## src/rtl/vga_sync_receiver.sv

```systemverilog
// vga_sync_receiver
// Recovers raster timing from incoming HS/VS, measures line/frame totals,
// locks once the timing has been stable for LOCK_FRAMES frames, and emits
// coordinates and colour aligned two cycles after the input sample.
// Optional feature: define VGA_RX_CRC_EN to build the per-frame CRC-16-CCITT
// over {r,g,b} of every valid pixel; without it frame_crc/crc_valid are tied 0.
module vga_sync_receiver #(
    parameter int   HLINES      = 640,
    parameter int   VLINES      = 480,
    parameter int   HBP         = 57,
    parameter int   VBP         = 41,
    parameter logic SPP         = 1'b0,
    parameter int   LOCK_FRAMES = 2
) (
    input  logic        pixel_clk,
    input  logic        reset,
    input  logic        hs,
    input  logic        vs,
    input  logic [3:0]  r_in,
    input  logic [3:0]  g_in,
    input  logic [3:0]  b_in,
    output logic [10:0] x,
    output logic [10:0] y,
    output logic [3:0]  r_out,
    output logic [3:0]  g_out,
    output logic [3:0]  b_out,
    output logic        pixel_valid,
    output logic        line_start,
    output logic        frame_start,
    output logic        locked,
    output logic [10:0] htotal_meas,
    output logic [10:0] vtotal_meas,
    output logic [15:0] frame_crc,
    output logic        crc_valid
);

    typedef enum logic [1:0] {SEARCH, ACQUIRE, LOCKED} state_t;

    localparam logic [10:0] CNT_MAX = 11'h7FF;
    localparam logic [10:0] H_LO    = 11'(HBP);
    localparam logic [10:0] H_HI    = 11'(HBP + HLINES);
    localparam logic [10:0] V_LO    = 11'(VBP);
    localparam logic [10:0] V_HI    = 11'(VBP + VLINES);

    state_t      state;
    logic [7:0]  match_cnt;

    logic        hs_p1, vs_p1, hs_p2, vs_p2;
    logic [3:0]  r_p1, g_p1, b_p1;

    logic [10:0] hcnt_q, vcnt_q, hcnt_p1, vcnt_p1;
    logic [10:0] hto_q;
    logic        vs_pending;
    logic [10:0] ht_ref;
    logic        first_line, line_bad;

    logic        hs_deassert, vs_deassert, hs_toggle, frame_end, timeout;
    logic [10:0] htotal_new, vtotal_new;
    logic        line_mismatch, frame_match;
    logic        act_p1, vld_p1;
    logic [10:0] x_p1, y_p1;

    // Stage 1: sync signals and their delayed copy for edge detection
    always_ff @(posedge pixel_clk) begin
        if (reset) begin
            hs_p1 <= ~SPP;
            vs_p1 <= ~SPP;
            hs_p2 <= ~SPP;
            vs_p2 <= ~SPP;
        end else begin
            hs_p1 <= hs;
            vs_p1 <= vs;
            hs_p2 <= hs_p1;
            vs_p2 <= vs_p1;
        end
    end

    // Stage 1: colour capture (pure data path, no reset needed)
    always_ff @(posedge pixel_clk) begin
        r_p1 <= r_in;
        g_p1 <= g_in;
        b_p1 <= b_in;
    end

    assign hs_deassert = (hs_p2 == SPP) && (hs_p1 != SPP);
    assign vs_deassert = (vs_p2 == SPP) && (vs_p1 != SPP);
    assign hs_toggle   = (hs_p1 != hs_p2);
    // A VS edge in the same cycle as the HS edge closes the frame immediately
    assign frame_end   = hs_deassert && (vs_pending || vs_deassert);
    assign timeout     = (hto_q == CNT_MAX);
    assign htotal_new  = hcnt_q + 11'd1;
    assign vtotal_new  = vcnt_q + 11'd1;

    // Counter values belonging to the sample currently in stage 1
    always_comb begin
        hcnt_p1 = (hcnt_q == CNT_MAX) ? CNT_MAX : hcnt_q + 11'd1;
        vcnt_p1 = vcnt_q;
        if (hs_deassert) begin
            hcnt_p1 = 11'd0;
            if (frame_end)
                vcnt_p1 = 11'd0;
            else if (vcnt_q != CNT_MAX)
                vcnt_p1 = vcnt_q + 11'd1;
        end
    end

    // Frame matches when no line deviated from the first and vtotal repeats
    always_comb begin
        line_mismatch = !first_line && (htotal_new != ht_ref);
        frame_match   = !(line_bad || line_mismatch) && (vtotal_new == vtotal_meas);
    end

    // Raster counters, pending-VS flag and HS activity timeout
    always_ff @(posedge pixel_clk) begin
        if (reset) begin
            hcnt_q     <= 11'd0;
            vcnt_q     <= 11'd0;
            vs_pending <= 1'b0;
            hto_q      <= 11'd0;
        end else begin
            hcnt_q <= hcnt_p1;
            vcnt_q <= vcnt_p1;
            if (frame_end)
                vs_pending <= 1'b0;
            else if (vs_deassert)
                vs_pending <= 1'b1;
            if (hs_toggle)
                hto_q <= 11'd0;
            else if (!timeout)
                hto_q <= hto_q + 11'd1;
        end
    end

    // Line/frame total measurement and per-frame consistency tracking
    always_ff @(posedge pixel_clk) begin
        if (reset) begin
            htotal_meas <= 11'd0;
            vtotal_meas <= 11'd0;
            ht_ref      <= 11'd0;
            first_line  <= 1'b1;
            line_bad    <= 1'b0;
        end else if (hs_deassert) begin
            htotal_meas <= htotal_new;
            if (frame_end) begin
                vtotal_meas <= vtotal_new;
                first_line  <= 1'b1;
                line_bad    <= 1'b0;
            end else if (first_line) begin
                ht_ref     <= htotal_new;
                first_line <= 1'b0;
            end else if (line_mismatch) begin
                line_bad <= 1'b1;
            end
        end
    end

    // Lock FSM: SEARCH -> ACQUIRE on VS, LOCKED after LOCK_FRAMES matches
    always_ff @(posedge pixel_clk) begin
        if (reset) begin
            state     <= SEARCH;
            match_cnt <= 8'd0;
        end else begin
            case (state)
                SEARCH: begin
                    if (vs_deassert) begin
                        state     <= ACQUIRE;
                        match_cnt <= 8'd0;
                    end
                end
                ACQUIRE: begin
                    if (frame_end) begin
                        if (frame_match) begin
                            match_cnt <= match_cnt + 8'd1;
                            if (match_cnt + 8'd1 == 8'(LOCK_FRAMES))
                                state <= LOCKED;
                        end else begin
                            match_cnt <= 8'd0;
                        end
                    end
                end
                LOCKED: begin
                    if ((frame_end && !frame_match) || timeout)
                        state <= SEARCH;
                end
                default: state <= SEARCH;
            endcase
        end
    end

    assign locked = (state == LOCKED);

    always_comb begin
        act_p1 = (hcnt_p1 >= H_LO) && (hcnt_p1 < H_HI) &&
                 (vcnt_p1 >= V_LO) && (vcnt_p1 < V_HI);
        x_p1   = hcnt_p1 - H_LO;
        y_p1   = vcnt_p1 - V_LO;
        vld_p1 = act_p1 && locked;
    end

    // Stage 2: registered pixel outputs aligned with their coordinates
    always_ff @(posedge pixel_clk) begin
        if (reset) begin
            x           <= 11'd0;
            y           <= 11'd0;
            r_out       <= 4'd0;
            g_out       <= 4'd0;
            b_out       <= 4'd0;
            pixel_valid <= 1'b0;
            line_start  <= 1'b0;
            frame_start <= 1'b0;
        end else begin
            x           <= act_p1 ? x_p1 : 11'd0;
            y           <= act_p1 ? y_p1 : 11'd0;
            r_out       <= r_p1;
            g_out       <= g_p1;
            b_out       <= b_p1;
            pixel_valid <= vld_p1;
            line_start  <= vld_p1 && (x_p1 == 11'd0);
            frame_start <= vld_p1 && (x_p1 == 11'd0) && (y_p1 == 11'd0);
        end
    end

`ifdef VGA_RX_CRC_EN
    // CRC-16-CCITT (poly 0x1021), one 12-bit word, MSB first
    function automatic logic [15:0] crc16_step12(input logic [15:0] crc, input logic [11:0] d);
        logic [15:0] c;
        c = crc;
        for (int i = 11; i >= 0; i--) begin
            if (c[15] ^ d[i])
                c = {c[14:0], 1'b0} ^ 16'h1021;
            else
                c = {c[14:0], 1'b0};
        end
        return c;
    endfunction

    logic [15:0] crc_acc, crc_seed, crc_next;
    logic        crc_run, last_pix;

    always_comb begin
        crc_seed = frame_start ? 16'hFFFF : crc_acc;
        crc_next = crc16_step12(crc_seed, {r_out, g_out, b_out});
        last_pix = pixel_valid && (crc_run || frame_start) &&
                   (x == 11'(HLINES - 1)) && (y == 11'(VLINES - 1));
    end

    // Stage 3: accumulate over valid pixels, publish after the last one
    always_ff @(posedge pixel_clk) begin
        if (reset) begin
            crc_run   <= 1'b0;
            frame_crc <= 16'd0;
            crc_valid <= 1'b0;
        end else begin
            crc_valid <= 1'b0;
            if (pixel_valid) begin
                crc_acc <= crc_next;
                if (frame_start)
                    crc_run <= 1'b1;
                if (last_pix) begin
                    frame_crc <= crc_next;
                    crc_valid <= 1'b1;
                    crc_run   <= 1'b0;
                end
            end
            if (!locked)
                crc_run <= 1'b0;
        end
    end
`else
    assign frame_crc = 16'd0;
    assign crc_valid = 1'b0;
`endif

endmodule

```

## config.mk

```make
export PLATFORM = sky130hd
export DESIGN_NAME = vga_sync_receiver
export DESIGN_NICKNAME = d
export VERILOG_FILES = /design/src/rtl/vga_sync_receiver.sv
export SDC_FILE = /design/constraint.sdc
export NUM_CORES = 1
export LEC_CHECK = 0
export CAP_MARGIN = 10
export CORE_ASPECT_RATIO = 0.6
export CORE_MARGIN = 5
export CORE_UTILIZATION = 35
export DETAILED_ROUTE_END_ITERATION = 10
export GPL_TIMING_DRIVEN = 0
export PLACE_DENSITY = 0.57
export SYNTH_ARGS = -nofsm -noshare
export SYNTH_HDL_FRONTEND = slang
export SYNTH_SLANG_ARGS = --single-unit
```

## constraint.sdc

```tcl
create_clock -name pixel_clk -period 4.8 [get_ports pixel_clk]
set_input_delay 0.96 -clock pixel_clk [delete_from_list [all_inputs] [get_ports pixel_clk]]
set_output_delay 0.96 -clock pixel_clk [all_outputs]
set_load 0.01 [all_outputs]
```

==> run metrics, run 1 <==
status complete, no violations; Synth cell types slightly below 90; worst setup margin between 0.3 and 0.4 ns; CTS Root Cell clkbuf_16; GP Congestion ~0.88; vias 5444; worst slew pin tran 1.15 ns; Placed Cells ~1000; max_cap viols 0; first-pass GRT wire length between 20 and 30 mm; Reg clk slew, reported paths roughly 0.060 ns; Core ar. between 0.015 and 0.02 sq mm; DR vias/cell around 5.0; Hold/Removal Path Class flop to flop; CTS tree done; R2R cell count 17; leakage power between 0.003 and 0.004 uW; Avg Cell Area, Syn between 9 and 10 sq um; Layout area overhead 26.1%; fmax around 0.23 GHz; required time of the worst setup path 5.13 ns; RR Endpoint frame_start; P_int about 1900 uW; Ports 93; Final Max Tran Viols 0; clock share of power between 40% and 50%; largest net degree at the start of global routing 17; number of enable flip-flop cells after synthesis 0; hpwl dp 13.5 mm; final WL between 15 and 20 mm; skew final around 0.015 ns; die area roughly 0.022 sq mm; NumNets Final between 800 and 900; WS Path Type flop to flop; CTS Sinks ~130; Initial Util ~36%; CP arrival approximately 4.8 ns; grt ovf 0; Place WS 0.569 ns; total negative slack 0 ns; Fin. Hold Viols 0; Slew headroom between 20% and 30%; Die Wd roughly 190 microns; NetSw slightly above 700 uW; hold buffers post-CTS 0; ratio of cells with drive above 1 in the final layout 12.0%; async set-or-reset flop fraction in the synthesized netlist 0%; CP Capture Type flop; number of global-route vias before repair 4825; drt drc 0; Final Power about 2600 uW; maximum clock path buffer count 2; Final Cycle Share between 90% and 100%; Gate power share about 8.0%; Worst VDD drop between 0.2 and 0.25 mV; minimum clock period 4.42 ns; area of the multi-input gates roughly 0.0035 sq mm; mapped cell area about 0.0065 sq mm; antenna cells 0; Area contributors post-synth dfxtp_1, nor2_1, a211oi_1, xnor3_1, xnor2_1; crit path max fanout 10; routed wire length per instance between 15 and 20 microns; sequential area share after synthesis approximately two fifths; # rows 38; Top FF cell, synth dfxtp_1; Non-Filler Instances about 1100; unrepaired setup endpoints after global routing no; # setup viols final 0; RR Startpoint hcnt_q[1]; DRT Pass-1 Iters 5; sequential group share of total power a little over two fifths; FF+latch count, synth about 130; die height approximately 120 microns; Critical Path Source Type flop; WHS around 0.44 ns; Post-Synthesis Cells about 720; Layout fillers between 1500 and 2000; Port Buffers between 70 and 80; total setup buffers inserted after CTS 0; power per cell area 319 mW/mm^2; H-tree depth 4; Register Area 0.00264 sq mm; Yosys top cell area share between 40% and 50%; crit path capture frame_start; Starting DRT DRC Count 447; Num CTS Buffers 17; Crit. Startpoint hcnt_q[1]; Total GRT Usage between 10% and 20%; initial antenna violation count 0; Resized cells post-CTS 0; R2R setup slack about 0.38 ns; number of synthesis warnings 0; clock latency on the worst-skew pair roughly 0.43 ns; leading area contributor after synthesis dfxtp_1; Antenna Violating Nets Remaining 0; switch share between 20% and 30%
==> area by class of cell <==
| type | instances | area share (%) |
|---|---|---|
| Sequential cell | 132 | 32.1 |
| Tap cell | 240 | 3.65 |
| Timing Repair Buffer | 75 | 9.12 |
| Multi-Input combinational cell | 524 | 43.0 |
| Clock buffer | 17 | 5.17 |
| Clock inverter | 15 | 2.02 |
| Buffer | 61 | 4.30 |
| Inverter | 15 | 0.684 |
==> worst min path at each step <==
stage | from | end | depth (start not counted)
finish | b_p1[2] | b_out[2] | 1
detailed placement | r_p1[0] | r_out[0] | 1
global route | b_p1[1] | b_out[1] | 1
CTS | b_p1[0] | b_out[0] | 1
global placement | r_p1[0] | r_out[0] | 1
floorplan | b_p1[0] | b_out[0] | 1
==> power by group through the flow <==
stage                     sequential, uW  clock, uW  combinational, uW
after global placement              1160          0                207
after detailed placement            1160          0                206
after CTS                           1140       1310                207
final                               1140       1280                209
after global routing                1140       1350                229
after floorplan                     1160          0                127
==> Yosys cell counts (7+ instances only) <==
cell type,n
dfxtp_1,132
nor2_1,99
nand2_1,47
a21oi_1,35
a211oi_1,34
xnor2_1,25
xor2_1,23
buf_4,22
o21ai_0,20
clkbuf_1,19
nand3_1,18
nor2b_1,17
inv_1,15
nand4_1,15
nor3_1,15
buf_2,10
ha_1,10
xnor3_1,10
and3_1,9
nand2b_1,8
mux2i_1,7
==> through the flow <==
stage          util [%]  area [sq um]
6_report           45.2          8240
5_1_grt            45.2          8240
4_1_cts            45.2          8240
3_5_place_dp       42.0          7640
3_3_place_gp       42.0          7640
2_1_floorplan         -          6590
==> placed cells by master, fill, tap and decap left out, types with 9 or more instances in the layout <==
cell | synthesis | layout
nor3_1 | 15 | 15
nand4_1 | 15 | 15
buf_4 | 22 | 22
a211oi_1 | 34 | 34
a21oi_1 | 35 | 35
dfxtp_1 | 132 | 132
conb_1 | 1 | 17
buf_2 | 10 | 10
nand3_1 | 18 | 18
clkbuf_16 | 0 | 17
o21ai_0 | 20 | 20
xnor2_1 | 25 | 25
and3_1 | 9 | 9
nand2_1 | 47 | 47
nor2b_1 | 17 | 17
clkbuf_1 | 19 | 19
inv_1 | 15 | 15
nor2_1 | 99 | 99
ha_1 | 10 | 10
xor2_1 | 23 | 23
xnor3_1 | 10 | 10
clkdlybuf4s50_1 | 0 | 75
==> worst max-delay path, stage by stage, from the launching register on <==
cell,delay [ns]
dfxtp_1,0.43
ha_1,0.18
buf_2,0.21
nand2_2,0.16
nor2_1,0.37
nand2_1,0.19
clkbuf_1,0.31
nand2_1,0.14
nand2_1,0.12
ha_1,0.23
buf_1,0.22
o21a_1,0.24
o31ai_1,0.20
a21oi_1,0.08
nor3b_1,0.34
nand4_1,0.14
or4_4,0.54
nor4_2,0.24
==> kinds of logic (layout without fill, tap and decap cells) <==
kind of cell    Yosys count  count (layout)  share of synthesized area [%]
flops                   132             132                           40.5
xor+xnor                 63              63                           11.4
compound gates          145             145                           15.6
buf+inv                  76             183                           6.28
fa+ha+maj                10              10                           1.92
other cells               1              17                         0.0574
mux                       8               8                           1.25
simple gates            281             281                           23.0
==> routing by layer <==
metal | track usage [%] | wire length, microns
met1 | 28.1 | 10300
met2 | 19.1 | 5960
met3 | 5.42 | 1660
met4 | 3.96 | 126
met5 | 0 | 0
==> state kept, by name (all words and copies together), names as in the netlist, 2 cells and up <==
name / flops
ht_ref: 11
r_p1: 4
vcnt_q: 11
y: 11
b_p1: 4
htotal_meas: 11
hto_q: 11
b_out: 4
state: 2
match_cnt: 8
g_p1: 4
x: 11
vtotal_meas: 11
r_out: 4
g_out: 4
hcnt_q: 11
(Power assumes the default switching activity.)
==> run 2, diff against run 1 <==
Settings changed: TNS_END_PERCENT set to 1.
==> results of run 2 <==
Same layout as run 1: the final DEF is identical, and so are final timing and power.
==> run 3, diff against run 2 <==
Settings changed: GPL_TIMING_DRIVEN 0 to not set, HOLD_SLACK_MARGIN set to 0.1.
==> run metrics, run 3 (synthesis results as in run 1) <==
grt ovf 0 (unchanged); max_cap viols 0 (unchanged); Die Wd 186 microns (unchanged); Hold Crit Start g_p1[3]; number of global-route vias before repair 5017 (+4.0%); unrepaired setup endpoints after global routing no; sequential group share of total power 43.6% (+0.3 points); Core ar. 0.0182 sq mm (unchanged); worst slew pin tran 1.03 ns (-0.121 ns); GP Congestion 0.907 (+3.2%); Final Max Tran Viols 0 (unchanged); RR Startpoint vcnt_q[0]; CP Capture Type flop; WHS 0.436 ns (-0.00239 ns); crit path max fanout 21 (+11); commonest non-fill, non-tap cell in the layout dfxtp_1; power per cell area 331 mW/mm^2 (+3.7%); switch share 25.9% (-1.4 points); met2 wire len 6.58 mm (+10%); status complete, no violations; Gate power share 6.9% (-1.1 points); max layer used met5; Final Power 2620 uW (-0.38%); final WL 16.9 mm (-6.3%); commonest cells after routing, fill and taps aside dfxtp_1, nor2_1, clkdlybuf4s50_1; vias 5416 (-0.51%); P_int 1940 uW (+1.6%); Layout fillers 1735 (-2.6%); Total GRT Usage 15.7% (-0.99 points); Starting DRT DRC Count 509 (+14%); CTS Root Cell clkbuf_16; CTS Sinks 132 (unchanged); area of the multi-input gates 0.00354 sq mm (unchanged); Final Cycle Share 85.7% (-6.4 points); largest net degree at the start of global routing 36 (+19); total negative slack 0 ns (unchanged); Ports 93 (unchanged); DR vias/cell 5.29 (+4.9%); WP buf/inv 0 (-3); H-tree depth 4 (unchanged); routed wl met3 1.66 mm (+0.18%); RR Endpoint x[6]; Place WS 0.781 ns (+0.213 ns); clock share of power 49.4% (+0.7 points); Register Area 0.00264 sq mm (unchanged); routed wire length per instance 16.5 microns (-1.2%); Reg clk slew, reported paths 0.06 ns (about the same); leakage power 0.00295 uW (-6.3%); skew final 0.0112 ns (-0.00353 ns); R2R cell count 11 (-6); Port Buffers 75 (unchanged); maximum clock path buffer count 2 (unchanged); required time of the worst setup path 5.10 ns (-0.03 ns); # setup viols final 0 (unchanged); worst setup margin 0.688 ns (+0.306 ns); CP arrival 4.41 ns (-0.34 ns); met1 wire length 8.50 mm (-17%); CP peak stage delay 0.58 ns (+0.04 ns); Top delay family on crit path compound AO/OA/AOI/OAI gates; clock latency on the worst-skew pair 0.42 ns (about the same); Initial Util 35.9% (unchanged); Hold/Removal Path Class flop to flop; Hold Crit Depth 1 (unchanged); first-pass GRT wire length 27.3 mm (-3.4%); Layout area overhead 21.1%; Resized cells post-CTS 0 (unchanged); Hold Path End g_out[3]; initial antenna violation count 1 (+1); WS Path Type flop to flop; NetSw 678 uW (-5.6%); Antenna Violating Nets Remaining 0 (unchanged); Num CTS Buffers 17 (unchanged); ratio of cells with drive above 1 in the final layout 9.07% (-3.0 points); Worst VDD drop 0.216 mV (-3.2%); Post-DP Area 0.00732 sq mm (-4.2%); Crit. Startpoint vcnt_q[0]; hold buffers post-CTS 0 (unchanged); R2R setup slack 0.69 ns (+0.31 ns); Slew headroom 31.2% (+8.6 points); fmax 0.243 GHz (+7.5%); hpwl dp 12.5 mm (-7.8%); drt drc 0 (unchanged); minimum clock period 4.11 ns (-0.306 ns); Crit-path slowest cell o31ai_1; total setup buffers inserted after CTS 0 (unchanged); NumNets Final 796 (-6.6%); antenna cells 0 (unchanged); Critical Path Source Type flop; Fin. Hold Viols 0 (unchanged); worst path cell trace ha_1 > nand4_4 > o31ai_1 > mux2_2 > nand2_1 > ha_1 > nand4b_1 > o311a_1 > a21oi_4 > nand2_1 > a221oi_1; # rows 38 (unchanged); die height 116 microns (unchanged); die area 0.0216 sq mm (unchanged); final instance area 0.00791 sq mm (-3.9%); DRT Pass-1 Iters 5 (unchanged); CTS tree done
## run 3: changes by cell type in the layout (fill, tap and decap cells not counted)
cell	delta
clkdlybuf4s50_1	-1
buf_6	-4
bufinv_16	+1
buf_2	-9
clkinv_4	-1
clkinv_8	-3
clkbuf_1	-19
buf_1	-6
inv_6	+2
clkinvlp_4	+1
buf_4	-17
## run 3: routing by layer
metal | up-vias | global-route usage (%)
li1 | 2621 | -
met1 | 2558 | 23.5
met2 | 219 | 21.1
met3 | 16 | 5.96
met4 | 2 | 3.76
met5 | - | 0
## run 3: area by class of cell
class                      count  share of cell area (%)
clock buffer                  17                    5.38
clock inverter                15                    2.07
inverter                      15                   0.712
multi-input combinational    524                    44.7
sequential                   132                    33.4
tap                          240                    3.80
timing repair buffer          80                    9.90
## run 3: per-stage QoR
step                      utilization, %  std cells
final                               43.4       1023
after global routing                43.4       1023
after CTS                           43.4       1023
after detailed placement            40.2        991
after global placement              40.2        991
after floorplan                        -        732
## run 3: how the worst max path moves through the flow
stage	endpoint	slack, ns	cells after the start
6_report	x[6]	0.69	11
5_1_grt	frame_start	0.39	14
4_1_cts	x[6]	0.73	11
3_5_place_dp	frame_start	0.78	14
3_3_place_gp	frame_start	0.91	14
2_1_floorplan	frame_start	1.39	17
## run 3: worst reg2reg max path, stage by stage, from the launching register on
cell and delay, ns:
dfxtp_1 0.52, ha_1 0.47, nand4_4 0.21, o31ai_1 0.58
mux2_2 0.41, nand2_1 0.12, ha_1 0.18, nand4b_1 0.10
o311a_1 0.36, a21oi_4 0.18, nand2_1 0.43, a221oi_1 0.43
## run 3: power groups by stage
| stage | clock network [uW] | registers (uW) | logic [uW] |
|---|---|---|---|
| 5_1_grt | 1370 | 1150 | 200 |
| 2_1_floorplan | 0 | 1160 | 127 |
| 6_report | 1290 | 1140 | 182 |
| 4_1_cts | 1330 | 1140 | 181 |
| 3_5_place_dp | 0 | 1170 | 180 |
| 3_3_place_gp | 0 | 1170 | 178 |
